**src/rtl/pll_drp_pkg.sv**
```systemverilog
// Shared types and widths for the PLL DRP reconfiguration initiator.
// PLL_DRP_VERIFY_EN adds the post-write readback states.
package pll_drp_pkg;

    localparam int unsigned DRP_ADDR_W = 7;
    localparam int unsigned DRP_DATA_W = 16;

    typedef enum logic [3:0] {
        StIdle,
        StHold,
        StAccept,
        StRd,
        StRdWait,
        StWr,
        StWrWait,
`ifdef PLL_DRP_VERIFY_EN
        StVerify,
        StVerifyWait,
`endif
        StLockWait
    } state_e;

    // Mask bit 1 takes the new value, 0 keeps the readback bit.
    function automatic logic [DRP_DATA_W-1:0] rmw_merge(
        input logic [DRP_DATA_W-1:0] rdbk,
        input logic [DRP_DATA_W-1:0] mask,
        input logic [DRP_DATA_W-1:0] data
    );
        return (rdbk & ~mask) | (data & mask);
    endfunction

endpackage

```
**src/rtl/drp_timer.sv**
```systemverilog
// Loadable down-counter; expired is high on the load_val-th enabled cycle after load.
// Unaffected by PLL_DRP_VERIFY_EN.
module drp_timer #(
    parameter int unsigned WIDTH = 8
) (
    input  logic             clk,
    input  logic             rst_n,
    input  logic             load,
    input  logic [WIDTH-1:0] load_val,
    input  logic             en,
    output logic             expired
);

    logic [WIDTH-1:0] count_q;

    always_ff @(posedge clk) begin
        if (!rst_n) begin
            count_q <= '0;
        end else if (load) begin
            count_q <= load_val;
        end else if (en && (count_q != '0)) begin
            count_q <= count_q - WIDTH'(1);
        end
    end

    assign expired = en && (count_q == WIDTH'(1));

endmodule

```
**src/rtl/pll_drp_reconfig.sv**
```systemverilog
// DRP read-modify-write sequencer for one PLL: holds PLL reset across the update
// stream, then waits for lock. PLL_DRP_VERIFY_EN adds a readback check after each write.
module pll_drp_reconfig
    import pll_drp_pkg::*;
#(
    parameter int unsigned RST_CYCLES   = 8,
    parameter int unsigned DRDY_TIMEOUT = 64,
    parameter int unsigned LOCK_TIMEOUT = 4096
) (
    input  logic                  DCLK,
    input  logic                  RST_N,
    input  logic                  REQ_VALID,
    output logic                  REQ_READY,
    input  logic [DRP_ADDR_W-1:0] REQ_ADDR,
    input  logic [DRP_DATA_W-1:0] REQ_MASK,
    input  logic [DRP_DATA_W-1:0] REQ_DATA,
    input  logic                  REQ_LAST,
    output logic                  BUSY,
    output logic                  DONE,
    output logic                  ERROR,
    output logic [DRP_ADDR_W-1:0] DADDR,
    output logic                  DEN,
    output logic                  DWE,
    output logic [DRP_DATA_W-1:0] DI,
    input  logic [DRP_DATA_W-1:0] DO,
    input  logic                  DRDY,
    output logic                  PLL_RST,
    input  logic                  LOCKED
);

    localparam int unsigned RST_W  = $clog2(RST_CYCLES + 1);
    localparam int unsigned DRDY_W = $clog2(DRDY_TIMEOUT + 1);
    localparam int unsigned LOCK_W = $clog2(LOCK_TIMEOUT + 1);

    // The RD/WR cycle itself counts toward the DRDY budget, so the wait timer gets one less.
    localparam logic [RST_W-1:0]  RST_LOAD  = RST_W'(RST_CYCLES);
    localparam logic [DRDY_W-1:0] DRDY_LOAD =
        DRDY_W'((DRDY_TIMEOUT > 1) ? DRDY_TIMEOUT - 1 : 1);
    localparam logic [LOCK_W-1:0] LOCK_LOAD = LOCK_W'(LOCK_TIMEOUT);

    state_e state_q, state_d, after_wr;

    logic [DRP_ADDR_W-1:0] addr_q;
    logic [DRP_DATA_W-1:0] mask_q, data_q, rdbk_q, wr_data;
    logic                  last_q, error_q, done_q, pll_rst_q;

    logic latch, capture, err_set, err_clr, done_set, pll_rst_d;
    logic hold_load, hold_en, hold_exp;
    logic drdy_load, drdy_en, drdy_exp;
    logic lock_load, lock_en, lock_exp;

    assign wr_data = rmw_merge(rdbk_q, mask_q, data_q);

    drp_timer #(.WIDTH(RST_W)) u_hold_timer (
        .clk      (DCLK),
        .rst_n    (RST_N),
        .load     (hold_load),
        .load_val (RST_LOAD),
        .en       (hold_en),
        .expired  (hold_exp)
    );

    drp_timer #(.WIDTH(DRDY_W)) u_drdy_timer (
        .clk      (DCLK),
        .rst_n    (RST_N),
        .load     (drdy_load),
        .load_val (DRDY_LOAD),
        .en       (drdy_en),
        .expired  (drdy_exp)
    );

    drp_timer #(.WIDTH(LOCK_W)) u_lock_timer (
        .clk      (DCLK),
        .rst_n    (RST_N),
        .load     (lock_load),
        .load_val (LOCK_LOAD),
        .en       (lock_en),
        .expired  (lock_exp)
    );

    always_comb begin
        state_d   = state_q;
        after_wr  = last_q ? StLockWait : StAccept;
        latch     = 1'b0;
        capture   = 1'b0;
        err_set   = 1'b0;
        err_clr   = 1'b0;
        done_set  = 1'b0;
        hold_load = 1'b0;
        drdy_load = 1'b0;
        lock_load = 1'b0;
        hold_en   = 1'b0;
        drdy_en   = 1'b0;
        lock_en   = 1'b0;
        REQ_READY = 1'b0;
        DEN       = 1'b0;
        DWE       = 1'b0;

        unique case (state_q)
            StIdle: begin
                if (REQ_VALID) begin
                    state_d   = StHold;
                    hold_load = 1'b1;
                    err_clr   = 1'b1;
                end
            end
            StHold: begin
                hold_en = 1'b1;
                if (hold_exp) state_d = StAccept;
            end
            StAccept: begin
                REQ_READY = 1'b1;
                if (REQ_VALID) begin
                    latch   = 1'b1;
                    state_d = StRd;
                end
            end
            StRd: begin
                DEN       = 1'b1;
                drdy_load = 1'b1;
                state_d   = StRdWait;
            end
            StRdWait: begin
                drdy_en = 1'b1;
                // DRDY wins over a coincident timeout.
                if (DRDY) begin
                    capture = 1'b1;
                    state_d = StWr;
                end else if (drdy_exp) begin
                    err_set = 1'b1;
                    state_d = StIdle;
                end
            end
            StWr: begin
                DEN       = 1'b1;
                DWE       = 1'b1;
                drdy_load = 1'b1;
                state_d   = StWrWait;
            end
            StWrWait: begin
                drdy_en = 1'b1;
                if (DRDY) begin
`ifdef PLL_DRP_VERIFY_EN
                    state_d = StVerify;
`else
                    state_d   = after_wr;
                    lock_load = last_q;
`endif
                end else if (drdy_exp) begin
                    err_set = 1'b1;
                    state_d = StIdle;
                end
            end
`ifdef PLL_DRP_VERIFY_EN
            StVerify: begin
                DEN       = 1'b1;
                drdy_load = 1'b1;
                state_d   = StVerifyWait;
            end
            StVerifyWait: begin
                drdy_en = 1'b1;
                if (DRDY) begin
                    if (DO != wr_data) begin
                        err_set = 1'b1;
                        state_d = StIdle;
                    end else begin
                        state_d   = after_wr;
                        lock_load = last_q;
                    end
                end else if (drdy_exp) begin
                    err_set = 1'b1;
                    state_d = StIdle;
                end
            end
`endif
            StLockWait: begin
                lock_en = 1'b1;
                if (LOCKED) begin
                    done_set = 1'b1;
                    state_d  = StIdle;
                end else if (lock_exp) begin
                    err_set = 1'b1;
                    state_d = StIdle;
                end
            end
            default: state_d = StIdle;
        endcase

        pll_rst_d = !(state_d inside {StIdle, StLockWait});
    end

    always_ff @(posedge DCLK) begin
        if (!RST_N) begin
            state_q   <= StIdle;
            addr_q    <= '0;
            mask_q    <= '0;
            data_q    <= '0;
            last_q    <= 1'b0;
            rdbk_q    <= '0;
            error_q   <= 1'b0;
            done_q    <= 1'b0;
            pll_rst_q <= 1'b0;
        end else begin
            state_q   <= state_d;
            done_q    <= done_set;
            pll_rst_q <= pll_rst_d;
            if (latch) begin
                addr_q <= REQ_ADDR;
                mask_q <= REQ_MASK;
                data_q <= REQ_DATA;
                last_q <= REQ_LAST;
            end
            if (capture) rdbk_q <= DO;
            if (err_set) begin
                error_q <= 1'b1;
            end else if (err_clr) begin
                error_q <= 1'b0;
            end
        end
    end

    assign BUSY    = (state_q != StIdle);
    assign DONE    = done_q;
    assign ERROR   = error_q;
    assign PLL_RST = pll_rst_q;
    assign DADDR   = addr_q;
    assign DI      = wr_data;

endmodule

```
**config.mk**
```make
export PLATFORM = sky130hd
export DESIGN_NAME = pll_drp_reconfig
export DESIGN_NICKNAME = d
export VERILOG_FILES = /design/src/rtl/pll_drp_pkg.sv /design/src/rtl/drp_timer.sv /design/src/rtl/pll_drp_reconfig.sv
export SDC_FILE = /design/constraint.sdc
export NUM_CORES = 1
export LEC_CHECK = 0
export BUFFER_PORTS_ARGS = -buffer_cell sky130_fd_sc_hd__buf_2
export CAP_MARGIN = 20
export CORE_MARGIN = 2
export CORE_UTILIZATION = 47
export DETAILED_ROUTE_END_ITERATION = 8
export GPL_ROUTABILITY_DRIVEN = 0
export GPL_TIMING_DRIVEN = 0
export PLACE_DENSITY = 0.79
export SLEW_MARGIN = 25
export SYNTH_ARGS = -nofsm -noshare
export SYNTH_HDL_FRONTEND = slang
export SYNTH_SLANG_ARGS = --single-unit
```
**constraint.sdc**
```tcl
create_clock -name DCLK -period 1.75 [get_ports DCLK]
set_clock_uncertainty 0.1 [all_clocks]
set_input_delay 0.175 -clock DCLK [delete_from_list [all_inputs] [get_ports DCLK]]
set_output_delay 0.175 -clock DCLK [all_outputs]
set_load 0.02 [all_outputs]
```
; ---- Yosys cells after proc, flatten, opt, wreduce, memory -nomap -nowiden
; Cells that the tools add are included.
[totals]
word_cells = 95
output_inout_bits = 30
inputBits = 61
reg_bits = 87
[classes]
n_reduce_logical = 24
bitwise_logic = 5
addsub = 3
eq_ne = 11
mux = 37
[op_table]
columns = cell, n
row1 = $mux 4, 10
row2 = $and 16x16->16, 2
row3 = $pmux 4 s8, 1
row4 = $mux 13, 2
row5 = $eq 4x3->1 const B, 5
row6 = $mux 1, 20
row7 = $not 16->16, 1
row8 = $or 16x16->16, 1
row9 = $eq 13x1->1 const B, 1
row10 = $reduce_bool 13->1, 1
row11 = $sub 13x1->13 const B, 1
row12 = $mux 6, 2
row13 = $reduce_bool 2->1, 5
row14 = $reduce_or 2->1, 5
row15 = $eq 4x1->1 const B, 2
row16 = $eq 4x2->1 const B, 2
row17 = $logic_not 4->1, 2
row18 = $reduce_bool 4->1, 2
row19 = $eq 7x1->1 const B, 1
row20 = $reduce_bool 7->1, 1
row21 = $sub 7x1->7 const B, 1
row22 = $logic_and 1x1->1, 6
row23 = $sub 4x1->4 const B, 1
row24 = $mux 3, 1
row25 = other kinds (4), 4

; ---- Logic depth before layout (Yosys ltp)
[logic_depth]
word_depth = 10
depth_mapped = 7
mapped_depth_nobuf = 6

; ---- Modules after synthesis
; A second synthesis with hierarchy kept.
[unflattened]
hier_cells = 507
hier_area_um2 = 4386.7
[modules_own_cells]
columns = module, seq_area_each_um2, n_inst, cells_each, area_each_um2
row1 = pll_drp_reconfig, 1261.2, 1, 320, 2813.9
row2 = drp_timer at u_lock_timer, 260.2, 1, 96, 809.5
row3 = drp_timer at u_drdy_timer, 140.1, 1, 59, 498.0
row4 = drp_timer at u_hold_timer, 80.1, 1, 32, 265.3

; ---- Worst setup path before layout
; Ideal clock, no wire load.
[synth_timing]
kind = register to register
startpoint = register state_q[0]
endpoint = register mask_q[10]
setup_time_ns = 0.070
arrival_time_ns = 1.741
slack_ns = -0.161
path_stages_with_launch = 8
n_path_buf = 3
period_less_slack_ns = 1.911
required_time_ns = 1.580
cell_sequence = dfxtp_1 -> buf_2 -> nor4b_2 -> and2_0 -> clkbuf_1 -> buf_2 -> nand2_1 -> a21oi_1
[synth_via]
elab_chain_len = 2
[synth_rtl]
columns = element, line
row1 = from (decl), pll_drp_reconfig.sv:41  ; state_e state_q, state_d, after_wr;
row2 = from (signal assigned), pll_drp_reconfig.sv:194  ; state_q <= StIdle;
row3 = from (signal assigned), pll_drp_reconfig.sv:204  ; state_q <= state_d;
row4 = $eq 4x2->1, pll_drp_reconfig.sv:99  ; unique case (state_q)
row5 = $mux 1, pll_drp_reconfig.sv:99
row6 = to (signal assigned), pll_drp_reconfig.sv:196  ; mask_q <= '0;
row7 = to (signal assigned), pll_drp_reconfig.sv:209  ; mask_q <= REQ_MASK;
row8 = to (decl), pll_drp_reconfig.sv:44  ; logic [DRP_DATA_W-1:0] mask_q, data_q, rdbk_q, wr_data;
; Every way passes these cells.
; A chain may end at the register's enable or synchronous reset.

; ---- Worst setup path in the final report
[layout_timing]
startpoint = register u_lock_timer.count_q[5]
endpoint = register u_lock_timer.count_q[10]
[layout_via]
elab_chain_len = 2
word_cells_on_any_way = 3
classes_between = add/sub: 1 / reduce/logical: 2
[layout_rtl]
columns = element, line
row1 = from (decl), drp_timer.sv:14  ; logic [WIDTH-1:0] count_q;
row2 = from (signal assigned), drp_timer.sv:20  ; count_q <= load_val;
row3 = from (signal assigned), drp_timer.sv:22  ; count_q <= count_q - WIDTH'(1);
row4 = "parallel branches: the longest is 2 deep, another holds $sub 13x1->13", --
; Several ways; the timed one is not identified.

==> out/qor.txt <==
status - finished with violations
failing checks - setup timing
area grow syn2layout - 53.2%
Leak - 2.35 nW
final worst-path cycle share - 107%
Seq/Total Area, Yosys - 45.3%
DR vias/cell - 5.64
Max Cap Violations - 0
Critical Path AT - 2.09 ns
Seq cells post-synth - 87
Total Wirelength - 13400 microns
PwrDens - 640 nW/um^2
first-pass GRT wire length - 19200 microns
initial cell density of the core - 49.2%
final worst slack - -0.125 ns
Post-synth ARST share - 0%
CP Data Required Time - 1.97 ns
kind of critical path - flip-flop to flip-flop
biggest cell delay along the critical path - 0.52 ns
Syn Area/Cell - 8.23 sq um
CORE AREA - 7810 sq um
CP Launch Type - flip-flop
# nets final - 725
detailed-route via count - 4306
f_max - 533 MHz
CTS Buffer Depth - 2
Horiz. Die Dim - 94.4 microns
WHS - 0.0721 ns
1st-iter DRT viols - 366
grt total ovfl - 0
boundary pin count - 91
synthesized area - 3840 sq um
most frequent cell after synthesis - nand2_1
DP Wirelength - 7170 microns
CP max stage cell - or4_4
Post-Syn Instances - 467
Detailed Routing Iterations Pass 1 - 5
total track usage - 27.6%
Worst Hold Class - input port to flip-flop
fin cells - 763
post-synth top area share - 45.3%
clk sinks - 87
Max FO, Critical Path - 3
top cells by count, synth - nand2_1 (126), dfxtp_1 (87), a21oi_1 (70)
Placed Instances - 658
initial antenna violation count - 0
ys flop type - dfxtp_1
Final ANT Viol Nets - 0
Slew Limit Headroom - 58.7%
Num CTS Buffers - 9
largest net degree at the start of global routing - 17
Yosys cell types - 48
maximum vdd ir drop - 470 uV
clock transition at the registers of the reported paths - 0.10 ns
post-synth top area cell - dfxtp_1
CTS tree - built
Slew Limit Fails - 0
vias in the first global route - 4220
Final Setup Violations - 29
YS warnings - 0
IO Port Bufs - 89
final hold violations - 0
RSZ-0062 raised after global routing - true
Die H - 94.4 microns
critical-path cell list - or4_4 -> or3_1 -> or4_1 -> nand2_1
Design Power - 0.00377 W
H-tree depth - 3
ranking of synthesized cells by area - dfxtp_1 (45%), nand2_1 (12%), a21oi_1 (9.1%)
die footprint - 8910 sq um
Ant. Diodes - 0
clk_lat worst skew - 0.37 ns
syn_nets - 536
Finished Core Util - 75.4%
Setup crit end kind - flip-flop
slew at the pin closest to its max-slew limit - 0.619 ns
Final min period - 1.87 ns
root buffer cell - clkbuf_8
drt drc - 0
share of layout cells above drive strength 1 - 34.8%
drt wl/cell - 17.5 microns
Post-synth EDFFs - 0
# rows - 32
==> state kept, by name, summed over array words and instances (netlist names), 4 cells and up <==
name,flops
state_q,4
data_q,16
rdbk_q,16
DADDR,7
mask_q,16
u_drdy_timer.count_q,7
u_hold_timer.count_q,4
u_lock_timer.count_q,13
==> cells by family after synthesis <==
kind of cell	synth area share (%)
other cells	0.0976
buf+inv	4.23
fa+ha+maj	2.61
compound gates	16.4
xor+xnor	1.14
simple gates	25.2
flops	45.3
mux	4.95
==> path summary, 6_finish.rpt <==
path | start | to | slack (ns) | depth (start not counted)
max | u_lock_timer.count_q[5] | u_lock_timer.count_q[10] | -0.12 | 4
min | REQ_VALID | u_hold_timer.count_q[3] | 0.07 | 3
max reg2reg | u_lock_timer.count_q[5] | u_lock_timer.count_q[10] | -0.12 | 4
min reg2reg | DADDR[6] | DADDR[6] | 0.36 | 2
==> stage by stage <==
stage | area (sq um) | worst slack [ns] | TNS, ns
2_1_floorplan | 3880 | -0.0492 | -0.104
3_3_place_gp | 4450 | -0.334 | -7.63
3_5_place_dp | 4450 | -0.362 | -9.24
4_1_cts | 5560 | -0.109 | -0.863
5_1_grt | 5890 | -0.198 | -3.34
6_report | 5890 | -0.125 | -1.44
==> layout make-up <==
class                   instances  area [sq um]
plain buffers                  24           175
clock buffers                   9           124
clock inverters                 7          77.6
fillers                       496          1920
inverters                      13          51.3
multi-input cells             340          2240
flip-flops and latches         87          1760
well taps                     102           128
repair buffers                181          1330
==> layout by cell type, fill, tap and decap left out, drive strengths merged, types with 2 or more instances in the layout <==
master,n
a211oi,7
a21oi,70
a311oi,5
a31oi,2
and2,2
and3,3
and4,2
buf,138
clkbuf,19
dfxtp,87
dlygate4sd3,57
ha,8
inv,17
mux2,16
nand2,126
nand3,4
nand3b,2
nand4,3
nand4b,2
nor2,14
nor2b,2
nor3,12
nor3b,4
nor4,3
nor4b,2
o211ai,4
o21ai,5
o311ai,3
o31a,4
o31ai,2
or3,6
or4,10
or4b,2
xnor2,5
==> routing by layer <==
metal | wire [microns] | track usage (%)
met5 | 0 | 0
met4 | 493 | 13.0
met3 | 843 | 6.15
met2 | 6890 | 49.8
met1 | 5160 | 30.7
==> critical path, delay by kind of cell (launching register included) <==
family / cells / cell delay (ns)
DFF: 1 / 0.37
and+or+nand+nor: 4 / 1.36
==> where the power goes <==
part | switching [W] | internal [W] | leakage (nW)
Sequential | 0.00000735 | 0.00198 | 0.707
Combinational | 0.000129 | 0.000163 | 1.54
Clock | 0.000810 | 0.000678 | 0.101
==> timing repair <==
item                                    4_1_cts  5_1_grt
buffers inserted                             19       15
endpoints found under the setup margin       76       78
endpoints found under the hold margin        58        0
gates cloned                                  1        0
pin swaps                                    18       17
resized for setup                            53       67
hold buffers                                 57        0
(Power assumes the default switching activity.)
